--- src/rtl/seven_seg_scan_driver_if.sv ---
// Datapath-to-display bus for seven_seg_scan_driver.
// master: producer of digit values (datapath / testbench).
// slave : the scan driver itself.
interface seven_seg_scan_driver_if #(
    parameter int DIGITS = 4
);
    logic [4*DIGITS-1:0] value;
    logic [DIGITS-1:0]   dp;
    logic [DIGITS-1:0]   blank;
    logic                load;
    logic [6:0]          seg_n;
    logic                dp_n;
    logic [DIGITS-1:0]   an_n;
    logic                frame_tick;

    modport master (
        output value, dp, blank, load,
        input  seg_n, dp_n, an_n, frame_tick
    );

    modport slave (
        input  value, dp, blank, load,
        output seg_n, dp_n, an_n, frame_tick
    );
endinterface

--- src/rtl/seven_seg_scan_driver.sv ---
// Time-multiplexed common-anode seven-segment scan driver.
// Digits are scanned round-robin, CLK_DIV cycles per slot, with the first
// GUARD cycles of each slot dark to avoid ghosting. Inputs are captured into
// a pending buffer and promoted to the display buffer only at frame end, so
// a frame never mixes old and new digits.
// Optional: define LEADING_ZERO_BLANK_EN to auto-blank leading zero digits.
module seven_seg_scan_driver #(
    parameter int DIGITS  = 4,
    parameter int CLK_DIV = 50000,
    parameter int GUARD   = 2
) (
    input logic                    clk,
    input logic                    rst_n,
    seven_seg_scan_driver_if.slave bus
);
    localparam int CNT_W = $clog2(CLK_DIV);
    localparam int IDX_W = (DIGITS > 1) ? $clog2(DIGITS) : 1;
    localparam logic [CNT_W-1:0] CNT_LAST = CNT_W'(CLK_DIV - 1);
    localparam logic [IDX_W-1:0] IDX_LAST = IDX_W'(DIGITS - 1);

    typedef logic [DIGITS-1:0][3:0] nib_t;

    logic [CNT_W-1:0]  div_cnt;
    logic [IDX_W-1:0]  idx;
    nib_t              disp_val, pend_val;
    logic [DIGITS-1:0] disp_dp, disp_blank, pend_dp, pend_blank;
    logic              pend_valid;

    logic              slot_end, frame_end;
    logic [DIGITS-1:0] lz_blank;
    logic              in_guard, blanked;
    logic [DIGITS-1:0] an_d;
    logic [6:0]        seg_d;
    logic              dp_d;

    assign slot_end  = (div_cnt == CNT_LAST);
    assign frame_end = slot_end && (idx == IDX_LAST);

    // Active-low glyphs {g,f,e,d,c,b,a}; b and d are lower case.
    function automatic logic [6:0] glyph(input logic [3:0] nib);
        case (nib)
            4'h0: glyph = 7'h40;
            4'h1: glyph = 7'h79;
            4'h2: glyph = 7'h24;
            4'h3: glyph = 7'h30;
            4'h4: glyph = 7'h19;
            4'h5: glyph = 7'h12;
            4'h6: glyph = 7'h02;
            4'h7: glyph = 7'h78;
            4'h8: glyph = 7'h00;
            4'h9: glyph = 7'h10;
            4'hA: glyph = 7'h08;
            4'hB: glyph = 7'h03;
            4'hC: glyph = 7'h46;
            4'hD: glyph = 7'h21;
            4'hE: glyph = 7'h06;
            default: glyph = 7'h0E;
        endcase
    endfunction

    // Slot divider and digit index; scanning always restarts at digit 0.
    always_ff @(posedge clk or negedge rst_n) begin
        if (!rst_n) begin
            div_cnt <= '0;
            idx     <= '0;
        end else if (slot_end) begin
            div_cnt <= '0;
            idx     <= (idx == IDX_LAST) ? '0 : idx + IDX_W'(1);
        end else begin
            div_cnt <= div_cnt + CNT_W'(1);
        end
    end

    // Double buffer: last load in a frame wins; a load in the frame-end
    // cycle bypasses pending so it is shown in the very next frame.
    always_ff @(posedge clk or negedge rst_n) begin
        if (!rst_n) begin
            pend_val   <= '0;
            pend_dp    <= '0;
            pend_blank <= '0;
            pend_valid <= 1'b0;
            disp_val   <= '0;
            disp_dp    <= '0;
            disp_blank <= '0;
        end else begin
            if (bus.load) begin
                pend_val   <= nib_t'(bus.value);
                pend_dp    <= bus.dp;
                pend_blank <= bus.blank;
            end
            if (frame_end) begin
                pend_valid <= 1'b0;
                if (bus.load) begin
                    disp_val   <= nib_t'(bus.value);
                    disp_dp    <= bus.dp;
                    disp_blank <= bus.blank;
                end else if (pend_valid) begin
                    disp_val   <= pend_val;
                    disp_dp    <= pend_dp;
                    disp_blank <= pend_blank;
                end
            end else if (bus.load) begin
                pend_valid <= 1'b1;
            end
        end
    end

`ifdef LEADING_ZERO_BLANK_EN
    // Digit k>0 goes dark when it and every digit above it are zero.
    always_comb begin : lzb
        logic zero_above;
        zero_above = 1'b1;
        lz_blank   = '0;
        for (int k = DIGITS - 1; k >= 1; k--) begin
            zero_above  = zero_above & (disp_val[k] == 4'h0);
            lz_blank[k] = zero_above;
        end
    end
`else
    assign lz_blank = '0;
`endif

    // Next output values for the current (div_cnt, idx) position.
    always_comb begin
        in_guard = (int'(div_cnt) < GUARD);
        blanked  = disp_blank[idx] | lz_blank[idx];
        an_d     = in_guard ? '1 : ~(DIGITS'(1) << idx);
        seg_d    = (in_guard || blanked) ? 7'h7F : glyph(disp_val[idx]);
        dp_d     = in_guard || blanked || !disp_dp[idx];
    end

    // Registered pin drivers; frame_tick lines up with the last slot's outputs.
    always_ff @(posedge clk or negedge rst_n) begin
        if (!rst_n) begin
            bus.an_n       <= '1;
            bus.seg_n      <= 7'h7F;
            bus.dp_n       <= 1'b1;
            bus.frame_tick <= 1'b0;
        end else begin
            bus.an_n       <= an_d;
            bus.seg_n      <= seg_d;
            bus.dp_n       <= dp_d;
            bus.frame_tick <= frame_end;
        end
    end
endmodule

--- src/flat_wrapper.sv ---
// flat-port wrapper written by rule: the top's interface ports become plain ports
module seven_seg_scan_driver_flat 
#(
    parameter int DIGITS  = 4,
    parameter int CLK_DIV = 50000,
    parameter int GUARD   = 2
)
  (clk, rst_n, bus_value, bus_dp, bus_blank, bus_load, bus_seg_n, bus_dp_n, bus_an_n, bus_frame_tick);
  seven_seg_scan_driver_if #(.DIGITS(DIGITS)) bus_i ();
  input logic clk;
  input logic rst_n;
  input wire logic [$bits(bus_i.value)-1:0] bus_value;
  input wire logic [$bits(bus_i.dp)-1:0] bus_dp;
  input wire logic [$bits(bus_i.blank)-1:0] bus_blank;
  input wire logic [$bits(bus_i.load)-1:0] bus_load;
  output wire logic [$bits(bus_i.seg_n)-1:0] bus_seg_n;
  output wire logic [$bits(bus_i.dp_n)-1:0] bus_dp_n;
  output wire logic [$bits(bus_i.an_n)-1:0] bus_an_n;
  output wire logic [$bits(bus_i.frame_tick)-1:0] bus_frame_tick;
  assign bus_i.value = bus_value;
  assign bus_i.dp = bus_dp;
  assign bus_i.blank = bus_blank;
  assign bus_i.load = bus_load;
  assign bus_seg_n = bus_i.seg_n;
  assign bus_dp_n = bus_i.dp_n;
  assign bus_an_n = bus_i.an_n;
  assign bus_frame_tick = bus_i.frame_tick;
  seven_seg_scan_driver #(.DIGITS(DIGITS), .CLK_DIV(CLK_DIV), .GUARD(GUARD)) u_core (.clk(clk), .rst_n(rst_n), .bus(bus_i));
endmodule
--- config.mk ---
export PLATFORM = sky130hd
export DESIGN_NAME = seven_seg_scan_driver_flat
export DESIGN_NICKNAME = d
export VERILOG_FILES = /design/src/rtl/seven_seg_scan_driver_if.sv /design/src/rtl/seven_seg_scan_driver.sv /design/src/flat_wrapper.sv
export SDC_FILE = /design/constraint.sdc
export NUM_CORES = 1
export LEC_CHECK = 0
export CAP_MARGIN = 10
export CORE_MARGIN = 2
export CORE_UTILIZATION = 56
export DETAILED_ROUTE_END_ITERATION = 10
export PLACE_DENSITY = 0.84
export SLEW_MARGIN = 20
export SYNTH_ARGS = -nofsm -noshare
export SYNTH_HDL_FRONTEND = slang
export SYNTH_SLANG_ARGS = --single-unit
--- constraint.sdc ---
create_clock -name clk -period 2.65 [get_ports clk]
set_input_delay 0.53 -clock clk [delete_from_list [all_inputs] [get_ports clk]]
set_output_delay 0.53 -clock clk [all_outputs]
set_load 0.03 [all_outputs]
=== Word level (Yosys, flattened, before mapping) ===
Memories as Yosys holds them, arrays and structs flattened.
Index checks and enable logic that the tools add are counted.
W data, S select, Z words.

* Register bits: 80
* Memory bits (read-only): 112
* Logic and storage cells: 56
* Memories kept: 1

* Add/sub/neg operators: 2
* Order comparisons: 2
* Eq/ne operators: 2
* Shift-type cells: 1
* Multiplexer cells: 20
* Bitwise logic cells: 2
* Reduce and logical (&&, ||, !) cells: 7

{| class="wikitable"
|+ Memory list
! name !! words !! width !! read ports !! clocked after Yosys merged registers in !! wr ports !! line !! RTL
|-
| (no name shown) || 16 || 7 || 1 || 0 || 0 || seven_seg_scan_driver.sv:41 || <nowiki>case (nib)</nowiki>
|}

{| class="wikitable"
|+ Operators with widths
! kind !! count
|-
| $mux W16 || 3
|-
| $mux W4 || 6
|-
| $add A16 B1 Y16 const B || 1
|-
| $eq A16 B16 Y1 const B || 1
|-
| $lt A16 B2 Y1 const B || 1
|-
| $bmux W4 S2 || 1
|-
| $mux W7 || 1
|-
| $bmux W1 S2 || 3
|-
| $mux W1 || 5
|-
| $not A4 Y4 || 1
|-
| $reduce_bool A2 Y1 || 2
|-
| $shl A1 B2 Y4 const A || 1
|-
| $lt A2 B3 Y1 const B || 1
|-
| $add A2 B1 Y2 const B || 1
|-
| $eq A2 B2 Y1 const B || 1
|-
| $logic_or A1 B1 Y1 || 2
|-
| $mux W2 || 1
|-
| $reduce_and A2 Y1 || 1
|-
| $logic_and A1 B1 Y1 || 1
|-
| $logic_not A1 Y1 || 1
|-
| $or A1 B1 Y1 || 1
|}

=== Longest topological paths before layout ===
Gate-level depths: netlist of the first run.

* Depth after elaboration: 5
* Depth in mapped cells: 7
* Mapped depth without buffers: 6

=== Worst setup path before layout of the first run ===
OpenSTA, ideal clock, no wires.

* Kind: reg2reg
* From: reg u_core.idx[0]
* To: reg u_core.bus.seg_n[3]
* Data arrival time: 1,872 ps
* Data required time: 2,548 ps
* Path slack: 676 ps
* Cell stages (with the launch flop): 7
* Path buffers: 1
* Period minus slack after synthesis: 1,974 ps
* Path through: dfrtp_1 > buf_2 > mux4_2 > ha_1 > or2_2 > a21oi_1 > o21ai_1

* Cells in the longest elaborated chain, start to end: 5
* Elaborated cells between the ends (all ways): 10

{| class="wikitable"
|+ RTL lines
! item !! line !! RTL
|-
| start: declaration || seven_seg_scan_driver.sv:24 || <nowiki>logic [IDX_W-1:0] idx;</nowiki>
|-
| start signal: assignment || seven_seg_scan_driver.sv:68 || <nowiki>idx <= (idx == IDX_LAST) ? '0 : idx + IDX_W'(1);</nowiki>
|-
| parallel branches: the longest is 4 deep, another holds $mem_v2 Z16 W7 || n/a ||
|-
| $mux W7 * || seven_seg_scan_driver.sv:128 || <nowiki>seg_d = (in_guard || blanked) ? 7'h7F : glyph(disp_val[idx]);</nowiki>
|-
| via u_core.seg_d[3] || seven_seg_scan_driver.sv:33 || <nowiki>logic [6:0] seg_d;</nowiki>
|-
| end signal: assignment || seven_seg_scan_driver.sv:141 || <nowiki>bus.seg_n <= seg_d;</nowiki>
|-
| end: declaration || seven_seg_scan_driver_if.sv:23 || <nowiki>output seg_n, dp_n, an_n, frame_tick</nowiki>
|}

Mark *: on every way through the listed nets, which the timed path passes. The select of a mux whose other input is x is not followed.
A chain may end at the register's enable or synchronous reset.

=== Worst setup path after layout of the first run ===
* From: reg u_core.div_cnt[10]
* To: reg u_core.disp_val[10] (netlist bit)

* Cells in the longest elaborated chain, start to end: 3

{| class="wikitable"
|+ RTL lines
! item !! line !! RTL
|-
| start: declaration || seven_seg_scan_driver.sv:23 || <nowiki>logic [CNT_W-1:0] div_cnt;</nowiki>
|-
| start signal: assignment || seven_seg_scan_driver.sv:70 || <nowiki>div_cnt <= div_cnt + CNT_W'(1);</nowiki>
|-
| $eq A16 B16 Y1 || seven_seg_scan_driver.sv:36 || <nowiki>assign slot_end = (div_cnt == CNT_LAST);</nowiki>
|-
| $logic_and A1 B1 Y1 || seven_seg_scan_driver.sv:37 || <nowiki>assign frame_end = slot_end && (idx == IDX_LAST);</nowiki>
|-
| $reduce_and A2 Y1 (no line) || n/a ||
|-
| end signal: assignment || seven_seg_scan_driver.sv:94 || <nowiki>disp_val <= nib_t'(bus.value);</nowiki>
|-
| end signal: assignment || seven_seg_scan_driver.sv:98 || <nowiki>disp_val <= pend_val;</nowiki>
|-
| end: declaration || seven_seg_scan_driver.sv:25 || <nowiki>nib_t disp_val, pend_val;</nowiki>
|}

Every way passes these cells.

==> results of run 1 <==
cells in the final DEF, fill, tap and decap left out, types with 2 or more instances in the layout:
| cell | synthesis | layout |
|---|---|---|
| inv_1 | 6 | 6 |
| nor4_1 | 3 | 3 |
| dfstp_2 | 12 | 12 |
| nor3b_1 | 2 | 2 |
| bufinv_16 | 0 | 2 |
| or2_2 | 2 | 2 |
| and3_1 | 3 | 3 |
| buf_4 | 0 | 5 |
| clkdlybuf4s50_1 | 0 | 38 |
| mux2_2 | 49 | 49 |
| xor2_1 | 11 | 11 |
| dfrtp_1 | 68 | 68 |
| clkinvlp_4 | 0 | 2 |
| nand4_1 | 4 | 4 |
| o21ai_0 | 6 | 6 |
| and4_1 | 4 | 4 |
| a21oi_1 | 4 | 4 |
| nor2_1 | 9 | 9 |
| xnor2_1 | 4 | 4 |
| nand2_1 | 17 | 17 |
| o211ai_1 | 2 | 2 |
| ha_1 | 11 | 11 |
| clkbuf_8 | 0 | 12 |
| nor3_1 | 3 | 3 |
| nand3_1 | 11 | 11 |
| mux4_2 | 7 | 7 |
kinds of logic after synthesis:
family	Yosys count	synth area share
adder cells (fa/ha/maj)	11	0.0386
buffers and inverters	16	0.0214
AND/OR/NAND/NOR	66	0.106
AO/OA/AOI/OAI	18	0.0312
multiplexers	57	0.202
XOR/XNOR	15	0.0368
flip-flops	80	0.565
metal layers:
metal  global-route usage  up-vias
met2                0.321       56
li1                     -     1026
met3               0.0425       18
met4                0.123        0
met5                    0        -
met1                0.269     1111
how the worst max path moves through the flow:
stage,from,endpoint
global placement,u_core.div_cnt[1],u_core.disp_val[3]
detailed placement,u_core.div_cnt[10],u_core.disp_val[3]
CTS,u_core.div_cnt[10],u_core.disp_val[10]
floorplan,u_core.idx[0],u_core.bus.seg_n[3]
global route,u_core.div_cnt[10],u_core.disp_val[13]
finish,u_core.div_cnt[10],u_core.disp_val[10]
sequential cells by signal, indices dropped and copies added (netlist names):
register	cells
u_core.pend_val	16
u_core.pend_blank	4
u_core.disp_blank	4
u_core.bus.dp_n	1
u_core.pend_dp	4
u_core.bus.frame_tick	1
u_core.disp_val	16
u_core.bus.an_n	4
u_core.disp_dp	4
u_core.pend_valid	1
u_core.idx	2
u_core.bus.seg_n	7
u_core.div_cnt	16
stage by stage:
step | instance area [µm²] | hold WS [ps] | utilization | power (µW) | setup WS, ps
after floorplan | 3570 | 234 | - | 1340 | 676
after CTS | 4290 | 154 | 0.687 | 2460 | 337
after global placement | 4050 | 472 | 0.649 | 1410 | 493
after detailed placement | 4050 | 484 | 0.649 | 1420 | 351
final | 4290 | 143 | 0.687 | 2440 | 340
after global routing | 4290 | 176 | 0.687 | 2520 | 237
report_power, final:
group | internal [µW] | switching [µW] | leakage, µW
logic | 70.1 | 53.8 | 0.000778
clock network | 608 | 440 | 0.000115
registers | 1260 | 10.1 | 0.00100
area by class of cell:
cell class	instances	area [µm²]	area share
clock buffers	12	165	0.0385
clock inverters	4	75.1	0.0175
inverters	6	22.5	0.00525
multi-input cells	167	1480	0.344
flip-flops and latches	80	2020	0.470
well taps	77	96.3	0.0225
repair buffers	44	438	0.102
worst max-delay path, delay by kind of cell, from the launching register on:
family,cells,cell delay [ps]
buf+inv,1,320
mux,1,380
simple gates,3,1060
flops,1,420
==> summary.txt, run 1 <==
Timing
  – TNS Setup: 0 ps
  – Final setup viols: 0
  – Slew HR: 0.579
  – Fmax: roughly 0.43 GHz
  – Final hold violation count: 0
  – Final Slew Violations: 0
  – Setup Skew: 6.46 ps
  – Fin crit period: 2310 ps
  – Slew @ Worst Pin: 626 ps
  – RSZ-0062 raised after global routing: false
  – Final worst-path cycle share: 0.872

CTS
  – Post-CTS Setup Bufs: 0
  – CTS clk-pin slew, worst paths: 80 ps
  – Hold_buf cts: 0
  – TritonCTS Buffers: 9
  – Worst-skew pair later-pin latency: 350 ps
  – Clk sinks: 80
  – Max Root-Sink Buffers: 2
  – Post-cts sizing count: 0
  – Clock Tree Root: clkbuf_8
  – H-Tree Depth: 3
  – CTS tree: yes

Route
  – Wire per inst: ~17 µm
  – Top sig layer: met4
  – First-pass detailed-route iteration total: 4
  – DRC Markers: 0
  – Antenna violation net count after detailed routing: 0
  – Met3 WL: 227 µm
  – Metal-1 WL: 2870 µm
  – Via count: 2,211
  – Overall routed net length: 6540 µm
  – DR vias/cell: roughly 5.7
  – Initial DRC count: 85
  – Wire length on met2: 3240 µm

Worst setup path
  – Crit end category: flop
  – Slowest cell on the critical path: nor3_1
  – Worst-path cell chain: nor3_1 -> and4_4 -> nor3b_4 -> buf_4 -> mux2_2
  – CP required: 2890 ps
  – R2r endpoint: u_core.disp_val[10]
  – Reg2Reg Setup Slack: 340 ps
  – Critical R2R Launch: u_core.div_cnt[10]
  – Crit Path Max Fanout: 24
  – Critical path arrival: roughly 2600 ps
  – Kind of critical path: reg -> reg
  – R2R depth: 5
  – Startpoint types: flop
  – CP peak stage delay: 460 ps

Floorplan
  – Die ar.: 7030 µm²
  – Initial Utilization: 0.572
  – Ports: 40
  – Die width: 83.8 µm
  – Die H: 83.8 µm
  – Row count: 29
  – Core ar.: between 6000 and 7000 µm²

Yosys
  – Syn Nets: 301
  – Synth Instances: 263
  – Library cells used by synthesis: 39
  – Syn Area/Cell: 13.6 µm²
  – Async SR Flop Fraction: 1.00
  – Synth Cell Area: 3570 µm²
  – Number of flops mapped to enable cells by yosys: 0
  – Share of the synthesized area in the top cell type: 0.477
  – Yosys reg bits: 80
  – Yosys warns: 0
  – Largest area contributor in the netlist: dfrtp_1
  – Most frequent cell after synthesis: dfrtp_1
  – Part of the Yosys area used for sequential elements: 0.565
  – Most common flop cell mapped by yosys: dfrtp_1
  – Main area contributors after synthesis: dfrtp_1 (48%), mux2_2 (15%), dfstp_2 (8.8%)
  – Commonest cells post-synth: dfrtp_1 (68), mux2_2 (49), nand2_1 (17), dfstp_2 (12)

Place
  – Post-DP HPWL: 4420 µm
  – Port Buffers: 39
  – Gp weighted congestion: 0.873
  – Inst Count DP: 374

GRT
  – First-pass GRT wire length: 11,100 µm
  – Vias in the first global route: 2,335
  – Total grt overflow: 0
  – Global Route Usage Sum: 0.206
  – Largest net degree at the start of global routing: 42
  – Antenna violations before repair: 0

Run status
  – Status: finished, final reports clean

Cells and area
  – Final Non-Filler Cells: 390
  – Antenna Cells: 0
  – Area Growth Syn to Fin: 20.2%
  – Fin nets: 346
  – Layout cell share with drive strength beyond 1: 0.307
  – Layout filler cell count: approximately 450

Power and ir drop
  – P_leak: 0.00189 µW
  – Pwr/cell area: between 500 and 600 nW/µm²
  – VDD IR-drop max: 0.545 mV

Hold path
  – Hold crit path type: in -> async

Job
  – Max-cap violation count: 0
No activity file was read; power rests on OpenSTA's default activity.
==> inputs of run 2 (changes only) <==
- CTS_CLUSTER_SIZE: unset -> 10
- SKIP_LAST_GASP: unset -> 1
==> results of run 2 <==
Same layout as run 1: the final DEF is identical, and so are final timing and power.
